==> src/rtl/npc_bus_arbiter.sv <==
// Two-master (IFU = m0, LSU = m1) to one-slave bus arbiter, one transaction in flight at a time.
// Define NPC_BUS_ARB_RR_EN for round-robin tie breaking; the default is fixed priority, LSU first.
module npc_bus_arbiter #(
  parameter int unsigned AW = 32,
  parameter int unsigned DW = 32
) (
  input  logic            clk,
  input  logic            rst_n,
  // master 0 (IFU)
  input  logic            m0_req_valid,
  output logic            m0_req_ready,
  input  logic [AW-1:0]   m0_req_addr,
  input  logic            m0_req_wen,
  input  logic [DW-1:0]   m0_req_wdata,
  input  logic [DW/8-1:0] m0_req_wmask,
  output logic            m0_rsp_valid,
  input  logic            m0_rsp_ready,
  output logic [DW-1:0]   m0_rsp_rdata,
  output logic            m0_rsp_err,
  // master 1 (LSU)
  input  logic            m1_req_valid,
  output logic            m1_req_ready,
  input  logic [AW-1:0]   m1_req_addr,
  input  logic            m1_req_wen,
  input  logic [DW-1:0]   m1_req_wdata,
  input  logic [DW/8-1:0] m1_req_wmask,
  output logic            m1_rsp_valid,
  input  logic            m1_rsp_ready,
  output logic [DW-1:0]   m1_rsp_rdata,
  output logic            m1_rsp_err,
  // slave
  output logic            s_req_valid,
  input  logic            s_req_ready,
  output logic [AW-1:0]   s_req_addr,
  output logic            s_req_wen,
  output logic [DW-1:0]   s_req_wdata,
  output logic [DW/8-1:0] s_req_wmask,
  input  logic            s_rsp_valid,
  output logic            s_rsp_ready,
  input  logic [DW-1:0]   s_rsp_rdata,
  input  logic            s_rsp_err,
  // status
  output logic            arb_owner,
  output logic            arb_busy
);

  localparam logic [1:0] IDLE = 2'd0;
  localparam logic [1:0] REQ  = 2'd1;
  localparam logic [1:0] RSP  = 2'd2;

  logic [1:0] state_q, state_d;
  logic       owner_q, owner_d;
  logic       last_grant_q, last_grant_d;
  logic       grant;
  logic       in_req, in_rsp;
  logic       own_req_valid, own_rsp_ready;

  assign in_req = (state_q == REQ);
  assign in_rsp = (state_q == RSP);

  // Only consulted when at least one master is requesting.
  always_comb begin
`ifdef NPC_BUS_ARB_RR_EN
    if (m0_req_valid && m1_req_valid) begin
      grant = ~last_grant_q;
    end else begin
      grant = m1_req_valid;
    end
`else
    grant = m1_req_valid;
`endif
  end

  assign own_req_valid = owner_q ? m1_req_valid : m0_req_valid;
  assign own_rsp_ready = owner_q ? m1_rsp_ready : m0_rsp_ready;

  // Request path: fields follow the owner; valid/ready only exist in REQ.
  assign s_req_valid  = in_req & own_req_valid;
  assign s_req_addr   = owner_q ? m1_req_addr  : m0_req_addr;
  assign s_req_wen    = owner_q ? m1_req_wen   : m0_req_wen;
  assign s_req_wdata  = owner_q ? m1_req_wdata : m0_req_wdata;
  assign s_req_wmask  = owner_q ? m1_req_wmask : m0_req_wmask;
  assign m0_req_ready = in_req & ~owner_q & s_req_ready;
  assign m1_req_ready = in_req &  owner_q & s_req_ready;

  // Response path: stray slave responses outside RSP never reach a master.
  assign s_rsp_ready  = in_rsp & own_rsp_ready;
  assign m0_rsp_valid = in_rsp & ~owner_q & s_rsp_valid;
  assign m1_rsp_valid = in_rsp &  owner_q & s_rsp_valid;
  assign m0_rsp_rdata = (in_rsp & ~owner_q) ? s_rsp_rdata : '0;
  assign m1_rsp_rdata = (in_rsp &  owner_q) ? s_rsp_rdata : '0;
  assign m0_rsp_err   = in_rsp & ~owner_q & s_rsp_err;
  assign m1_rsp_err   = in_rsp &  owner_q & s_rsp_err;

  assign arb_owner = owner_q;
  assign arb_busy  = (state_q != IDLE);

  always_comb begin
    state_d      = state_q;
    owner_d      = owner_q;
    last_grant_d = last_grant_q;
    case (state_q)
      IDLE: begin
        if (m0_req_valid || m1_req_valid) begin
          owner_d = grant;
          state_d = REQ;
        end
      end
      REQ: begin
        if (own_req_valid && s_req_ready) state_d = RSP;
      end
      RSP: begin
        if (s_rsp_valid && own_rsp_ready) begin
          state_d      = IDLE;
          last_grant_d = owner_q;
        end
      end
      default: state_d = IDLE;
    endcase
  end

  always_ff @(posedge clk or negedge rst_n) begin
    if (!rst_n) begin
      state_q      <= IDLE;
      owner_q      <= 1'b0;
      last_grant_q <= 1'b1;
    end else begin
      state_q      <= state_d;
      owner_q      <= owner_d;
      last_grant_q <= last_grant_d;
    end
  end

endmodule
==> config.mk <==
export PLATFORM = sky130hd
export DESIGN_NAME = npc_bus_arbiter
export DESIGN_NICKNAME = d
export VERILOG_FILES = /design/src/rtl/npc_bus_arbiter.sv
export SDC_FILE = /design/constraint.sdc
export NUM_CORES = 1
export LEC_CHECK = 0
export CORE_AREA = 2 2 124 126
export DETAILED_ROUTE_END_ITERATION = 10
export DIE_AREA = 0 0 126 128
export GPL_ROUTABILITY_DRIVEN = 0
export PLACE_DENSITY = 0.56
export SLEW_MARGIN = 20
export SYNTH_ARGS = -nofsm -noshare
export SYNTH_HDL_FRONTEND = slang
export SYNTH_SLANG_ARGS = --single-unit
export TNS_END_PERCENT = 1
==> constraint.sdc <==
create_clock -name clk -period 1.6 [get_ports clk]
set_input_delay 0.16 -clock clk [delete_from_list [all_inputs] [get_ports clk]]
set_output_delay 0.16 -clock clk [all_outputs]
set_load 0.005 [all_outputs]
Word level (Yosys, flattened, before mapping). Cells that the tools add are included.

Equality and inequality tests: 5. Mux-type cells: 12. Bitwise gates (word level): 13. Reductions and logical operators: 7.

Operators with widths (number): two-way mux 32 bit (4); AND 1 bit (12); two-way mux 2 bit (3); one-hot mux 2 bit (3 select lines) (1); two-way mux 4 bit (1); inequality test 2 x 1 -> 1 bit, second input constant (2); two-way mux 1 bit (3); AND reduction 3 bit (1); equality test 2 x 1 -> 1 bit, second input constant (1); equality test 2 bit, second input constant (1); logical AND 1 bit (2); zero test 2 bit (1); inequality test 2 bit, second input constant (1); AND reduction 2 bit (1); nonzero test 2 bit (1); logical OR 1 bit (1); inverter 1 bit (1).

Bits in registers: 3. Input port bits: 179. Logic and storage cells: 39.

Depth between registers and ports, before layout. Gate-level depths: netlist of run 1.

Depth after elaboration: 4. Gate-level depth with buffers: 4. Gate-level depth less buffers: 3.

Least setup slack after synthesis of run 1. No wires, ideal clock.

Path type: flip-flop to output port. Start point: register owner_q (netlist: arb_owner). End point: output s_req_addr[0]. Data arrival time: 1.068 ns. Slack: 0.372 ns. Cell stages (with the launch flop): 4. Path buffers: 2. Cell sequence: dfrtp_1 buf_6 buf_4 mux2_2.

Cells in the longest elaborated chain, start to end: 1.

RTL lines: start, declared (line 52) `logic owner_q, owner_d;`; start signal, assigned (line 129) `owner_q <= owner_d;`; two-way mux 32 bit (line 79) `assign s_req_addr = owner_q ? m1_req_addr : m0_req_addr;`; end, declared (line 34) `output logic [AW-1:0] s_req_addr,`.

Every way passes these cells.

Worst setup path after layout of run 1.
Start point: register owner_q (netlist: arb_owner). End point: output s_req_addr[4].

Same word-level chain as after synthesis.

==> results of run 1 <==
==> worst max-delay path by stage <==
| stage | from | endpoint | slack, ps | cells past startpoint |
|---|---|---|---|---|
| after floorplan | arb_owner$_DFFE_PN0P_ | s_req_addr[0] | 370 | 3 |
| after global placement | arb_owner$_DFFE_PN0P_ | s_req_addr[12] | -150 | 3 |
| after detailed placement | arb_owner$_DFFE_PN0P_ | m1_rsp_rdata[3] | -190 | 5 |
| after CTS | arb_owner$_DFFE_PN0P_ | s_req_addr[1] | -320 | 4 |
| after global routing | arb_owner$_DFFE_PN0P_ | s_req_addr[4] | -160 | 4 |
| final | arb_owner$_DFFE_PN0P_ | s_req_addr[4] | -120 | 4 |
==> through the flow <==
stage | instances | instance area, µm² | setup slack (ps)
after CTS | 694 | 4970 | -325
after floorplan | 174 | 1520 | 372
after global routing | 703 | 4890 | -163
final | 703 | 4890 | -120
after global placement | 684 | 5050 | -147
after detailed placement | 684 | 5050 | -190
==> repair_timing <==
item,CTS,global route
setup endpoints to repair,143,130
pin swaps,1,4
gates cloned,2,2
setup buffers,4,7
gates resized for setup,343,125
==> layout make-up <==
class                   instances  area (µm²)  area share (%)
clock buffers                   4        78.8            1.61
well taps                     188         235            4.81
multi-input cells             155        1370            28.1
flip-flops and latches          3        78.8            1.61
repair buffers                351        3120            63.7
inverters                       2        10.0           0.204
==> state kept, by name, indices dropped and copies added (netlist names) <==
signal     count
arb_owner      1
state_q        2
==> cells by family after synthesis <==
group	synth area share [%]
compound gates	1.89
buf+inv	6.58
mux	52.8
simple gates	33.8
flops	4.94
==> power breakdown <==
part	total (W)	internal, W	switching, W	leakage [nW]
clock network	0.000396	0.000329	0.0000674	0.0382
logic	0.00383	0.00245	0.00138	2.26
registers	0.000163	0.000121	0.0000416	0.0348
==> metal layers <==
metal	track usage [%]	share of wire (%)	vias to the layer above
met5	0	0	-
met4	2.07	1.1	0
met3	3.13	11	8
met2	21.8	52	185
met1	12.3	36	1167
li1	-	-	1279
==> placed cells by master (no fill, tap or decap), types with 2 or more instances in the layout <==
| master | count |
|---|---|
| buf_4 | 11 |
| clkdlybuf4s50_1 | 178 |
| buf_8 | 2 |
| clkdlybuf4s15_1 | 3 |
| buf_2 | 41 |
| and2_1 | 61 |
| clkbuf_16 | 5 |
| dlymetal6s2s_1 | 10 |
| and3_1 | 2 |
| clkbuf_2 | 66 |
| mux2_4 | 2 |
| and2_4 | 8 |
| mux2_2 | 68 |
| dlygate4sd2_1 | 9 |
| buf_12 | 7 |
| dfrtp_1 | 2 |
| nor2_4 | 2 |
| buf_6 | 17 |
| clkdlybuf4s15_2 | 4 |
==> worst max-delay path, stage by stage (launching register included) <==
cell and delay (ps):
dfrtp_4 490, buf_6 150, clkbuf_16 170, mux2_2 270, dlygate4sd2_1 260
==> summary.md, run 1 <==
| Metric | Value |
|---|---|
| Outcome | `complete, but fails checks` |
| Violated checks | `negative setup slack` |
| Period minus WS final | `around 1700 ps` |
| Antenna cells | `0` |
| Worst hold path type | `in -> async` |
| Routed WL | `10.5 mm` |
| FILL cells | `between 1,500 and 2,000` |
| Inserted Clock Buffers | `3` |
| Slew Viols, Final | `0` |
| Worst Path Arrival | `~1600 ps` |
| Drt pass-1 iters | `4` |
| CP Launch Type | `register` |
| Share of the synthesized area in the top cell type | `51.1%` |
| Die H | `128 µm` |
| Chip width | `126 µm` |
| Hold buffers post-CTS | `0` |
| Post-synthesis sequential area ratio | `under 10%` |
| Die area | `between 15,000 and 20,000 µm²` |
| Vias per cell | `~3.8` |
| R2r worst-path depth | `4` |
| Clk buf depth | `2` |
| Initial antenna violation count | `0` |
| Vias | `around 2,600` |
| Max rail drop VDD | `~0.00033 V` |
| Yosys cell types | `21` |
| CTS Sinks | `3` |
| Worst Skew | `1.36 ps` |
| Row count | `45` |
| EDFF count, synth | `0` |
| # IOs | `roughly 320` |
| PwrDens | `897 nW/µm²` |
| R2r setup slk | `between 150 and 200 ps` |
| Yosys reg bits | `3` |
| Final core occ | `32.9%` |
| Critical path required time | `1440 ps` |
| P_leak | `2.34 nW` |
| I/O Buffers | `321` |
| Clock-pin slew on the worst setup and hold paths | `around 30 ps` |
| Final Hold Fails | `0` |
| Setup TNS | `-2600 ps` |
| Normalized max-slew margin | `86.0%` |
| Initial DRC count | `16` |
| Post-DR wirelength/cell | `14.9 µm` |
| Synthesized area per cell | `8.74 µm²` |
| Syn_nets | `353` |
| Vias in the first global route | `between 2,000 and 3,000` |
| Mapped cell area | `roughly 1500 µm²` |
| Post-Synthesis Cells | `roughly 170` |
| Final net count | `695` |
| Top cells by count, synth | `69 x and2_1, 69 x mux2_2, 7 x buf_4, 5 x clkbuf_2, 3 x dfrtp_1` |
| CP Capture Type | `output port` |
| Tcrit/Tclk final | `108%` |
| Setup slack after layout | `-120 ps` |
| RSZ-0062 raised after global routing | `true` |
| RR Endpoint | `state_q[0]$_DFFE_PN0P_` |
| H-tree depth | `1` |
| DRC viols | `0` |
| First-pass GRT wire length | `~14 mm` |
| CORE AREA | `14,900 µm²` |
| Antenna-violating nets left | `0` |
| Clk_lat worst skew | `220 ps` |
| Ys Warns | `0` |
| Measured slew at the worst slew-check pin | `slightly above 200 ps` |
| Global route overflow | `0` |
| CTS tree | `yes` |
| Share of cells above drive strength 1 | `46.6%` |
| Setup CP Type | `reg -> out` |
| HPWL after DPL | `8.84 mm` |
| CP Max Fanout | `12` |
| F_max | `581 MHz` |
| Main synth FF type | `dfrtp_1` |
| Final hold slack | `129 ps` |
| Final Power | `between 0.004 and 0.005 W` |
| Reg2Reg Launch Point | `arb_owner$_DFFE_PN0P_` |
| Synth top area cells | `mux2_2 51%, and2_1 28%, dfrtp_1 4.9%` |
| Largest net degree at the start of global routing | `35` |
| Area Overhead vs Synth | `222%` |
| Overall Global Routing Usage | `11.3%` |
| Synth area leader | `mux2_2` |
| Async S/R FF share, synth | `100%` |
| Max-cap violations | `0` |
| Endpoints failing setup | `55` |
| Root Driver | `clkbuf_16` |
| Starting density of the core | `approximately 10%` |
Power figures use the tool's default switching activity.
==> run 2: changes to the inputs <==
SETUP_SLACK_MARGIN = 0.2   (was unset)
==> run 2 against run 1 <==
  * The flow still finishes with violations (negative setup slack)
  * Core utilization grew 0.43 points
  * Sequential power hardly changed
  * Clock skew about the same
  * Cell count increased by 0.85%
  * Routed wire length rose by 3.6%
  * Combinational power increased by 8.4%
  * Critical path depth grew 1
  * Register-to-register slack gained 60 ps
  * Worst setup slack better by 5.8 ps
  * Sequential share of layout area hardly changed
  * Critical path type unchanged
==> summary.md, run 2 (same netlist as run 1, synthesis figures left out) <==
| Metric | Value |
|---|---|
| Outcome | `complete, but fails checks (unchanged)` |
| Violated checks | `negative setup slack (unchanged)` |
| Sequential Area | `80.1 µm² (was 78.8 µm²)` |
| Multi-input gate area | `1410 µm² (was 1370 µm²)` |
| Number of flip-flops in the largest register | `2 (unchanged)` |
| I/O Buffers | `321 (unchanged)` |
| R2r worst-path depth | `4 (unchanged)` |
| Setup WS pre-CTS | `-190 ps (unchanged)` |
| Die area | `16,100 µm² (unchanged)` |
| Most flops, register | `state_q (unchanged)` |
| Stages on worst setup path | `5 (was 4)` |
| RR Endpoint | `state_q[0]$_DFFE_PN0P_ (unchanged)` |
| Setup TNS | `-4030 ps (was -2600 ps)` |
| Global route overflow | `0 (unchanged)` |
| Starting density of the core | `10.2% (unchanged)` |
| CP peak stage delay | `490 ps (about the same)` |
| Top cell by count, worst path | `buf_6` |
| P_leak | `2.30 nW (was 2.34 nW)` |
| Chip width | `126 µm (unchanged)` |
| Antenna cells | `0 (unchanged)` |
| Leading cell type in the layout, fill and taps excluded | `clkdlybuf4s50_1 (unchanged)` |
| CP Capture Type | `output port (unchanged)` |
| Worst Path Arrival | `1550 ps (was 1560 ps)` |
| HPWL after DPL | `8.84 mm (unchanged)` |
| First-pass GRT wire length | `14.4 mm (about the same)` |
| Clk_lat worst skew | `220 ps (about the same)` |
| Final Hold Fails | `0 (unchanged)` |
| RSZ-0062 raised after global routing | `true (unchanged)` |
| Critical path, cell by cell | `buf_6 -> buf_6 -> clkbuf_16 -> mux2_2 -> buf_2 (was buf_6 -> clkbuf_16 -> mux2_2 -> dlygate4sd2_1)` |
| CTS tree | `yes (unchanged)` |
| Vias per cell | `3.77 (was 3.75)` |
| Vias in the first global route | `2,654 (was 2,644)` |
| Share of cells above drive strength 1 | `53.4% (was 46.6%)` |
| Root Driver | `clkbuf_16 (unchanged)` |
| Normalized max-slew margin | `86.2% (was 86.0%)` |
| PwrDens | `950 nW/µm² (was 897 nW/µm²)` |
| Highest-count cells in the layout ignoring fill and taps | `178 x clkdlybuf4s50_1, 73 x clkbuf_2, 66 x mux2_2 (was 178 x clkdlybuf4s50_1, 68 x mux2_2, 66 x clkbuf_2)` |
| Critical path required time | `1440 ps (about the same)` |
| Measured slew at the worst slew-check pin | `206 ps (was 208 ps)` |
| CP delay by family, top | `buffers and inverters (unchanged)` |
| Max-cap violations | `0 (unchanged)` |
| Worst Skew | `1.14 ps (was 1.36 ps)` |
| Drt pass-1 iters | `2 (was 4)` |
| Post-route cell area | `4960 µm² (was 4890 µm²)` |
| Slowest CP cell | `dfrtp_4 (unchanged)` |
| FILL cells | `1,593 (was 1,580)` |
| H-tree depth | `1 (unchanged)` |
| Slew Viols, Final | `0 (unchanged)` |
| Initial DRC count | `25 (was 16)` |
| CTS Sinks | `3 (unchanged)` |
| CP Launch Type | `register (unchanged)` |
| Initial antenna violation count | `0 (unchanged)` |
| DRC viols | `0 (unchanged)` |
| Post-DR wirelength/cell | `15.3 µm (was 14.9 µm)` |
| Max rail drop VDD | `0.000363 V (was 0.000329 V)` |
| Row count | `45 (unchanged)` |
| Overall Global Routing Usage | `11.3% (about the same)` |
| Final net count | `701 (was 695)` |
| Clk buf depth | `2 (unchanged)` |
| Die H | `128 µm (unchanged)` |
| CORE AREA | `14,900 µm² (unchanged)` |
| Final Power | `0.00471 W (was 0.00439 W)` |
| Setup CP Type | `reg -> out (unchanged)` |
| Inserted Clock Buffers | `3 (unchanged)` |
| # IOs | `322 (unchanged)` |
| Area after DPL | `5050 µm² (unchanged)` |
| Reg2Reg Launch Point | `arb_owner$_DFFE_PN0P_ (unchanged)` |
| Buf/Inv on CP | `4 (was 3)` |
| Worst hold path type | `in -> async (unchanged)` |
| Routed WL | `10.8 mm (was 10.5 mm)` |
| Setup slack after layout | `-115 ps (was -120 ps)` |
| CP Max Fanout | `8 (was 12)` |
| Tcrit/Tclk final | `107% (was 108%)` |
| F_max | `583 MHz (was 581 MHz)` |
| R2r setup slk | `250 ps (was 190 ps)` |
| Clock-pin slew on the worst setup and hold paths | `30 ps (about the same)` |
| Largest net degree at the start of global routing | `35 (unchanged)` |
| Area Overhead vs Synth | `226% (was 222%)` |
| Antenna-violating nets left | `0 (unchanged)` |
| Endpoints failing setup | `74 (was 55)` |
| Period minus WS final | `1710 ps (was 1720 ps)` |
| Vias | `2,671 (was 2,639)` |
## run 2: cell types whose count changed in the layout (fill, tap and decap cells not counted), sizes merged
cell	previous run	this run
buf	79	102
clkbuf	72	80
clkdlybuf4s15	7	1
dlygate4sd2	9	0
dlymetal6s2s	10	0
## run 2: what timing repair did
item / 4_1_cts / 5_1_grt
hold buffers: 0 / 0
buffers inserted: 4 / 10
gates resized for setup: 373 / 170
setup endpoints to repair: 143 / 144
pin swaps: 17 / 8
cloned: 2 / 5
## run 2: worst reg2reg max path: stages, from the launching register on
cell	delay (ps)
dfrtp_4	490
buf_6	150
mux2_4	300
buf_4	140
a311oi_2	180
## run 2: power by group
group	internal (W)	total [W]	switching [W]	leakage, nW
sequential	0.000123	0.000165	0.0000422	0.0334
clock	0.000329	0.000396	0.0000674	0.0382
combinational	0.00265	0.00415	0.00149	2.23
total	0.00311	0.00471	0.00160	2.30
## run 2: final cells by class
cell class / count / share of cell area [%]
repair buffers: 357 / 63.3
well taps: 188 / 4.74
inverters: 2 / 0.202
flip-flops and latches: 3 / 1.61
multi-input cells: 155 / 28.5
clock buffers: 4 / 1.59
## run 2: how the worst max path moves through the flow
| stage | start | slack [ps] | to |
|---|---|---|---|
| floorplan | arb_owner$_DFFE_PN0P_ | 370 | s_req_addr[0] |
| global placement | arb_owner$_DFFE_PN0P_ | -150 | s_req_addr[12] |
| detailed placement | arb_owner$_DFFE_PN0P_ | -190 | m1_rsp_rdata[3] |
| CTS | arb_owner$_DFFE_PN0P_ | -320 | s_req_addr[1] |
| global route | arb_owner$_DFFE_PN0P_ | -150 | s_req_wmask[2] |
| finish | arb_owner$_DFFE_PN0P_ | -110 | s_req_wmask[2] |
## run 2: per-stage QoR
stage	cells	utilization, %	hold WS [ps]
finish	709	33.4	131
global route	709	33.4	139
CTS	694	33.8	128
detailed placement	684	34.0	359
global placement	684	34.0	360
floorplan	174	-	-136
## run 2: layer usage
metal / part of all wire [%] / track usage (%) / wire length [µm]
met5: 0 / 0 / 0
met4: 0.98 / 2.07 / 106
met3: 9.8 / 3.13 / 1060
met2: 53 / 21.8 / 5710
met1: 37 / 12.4 / 3960
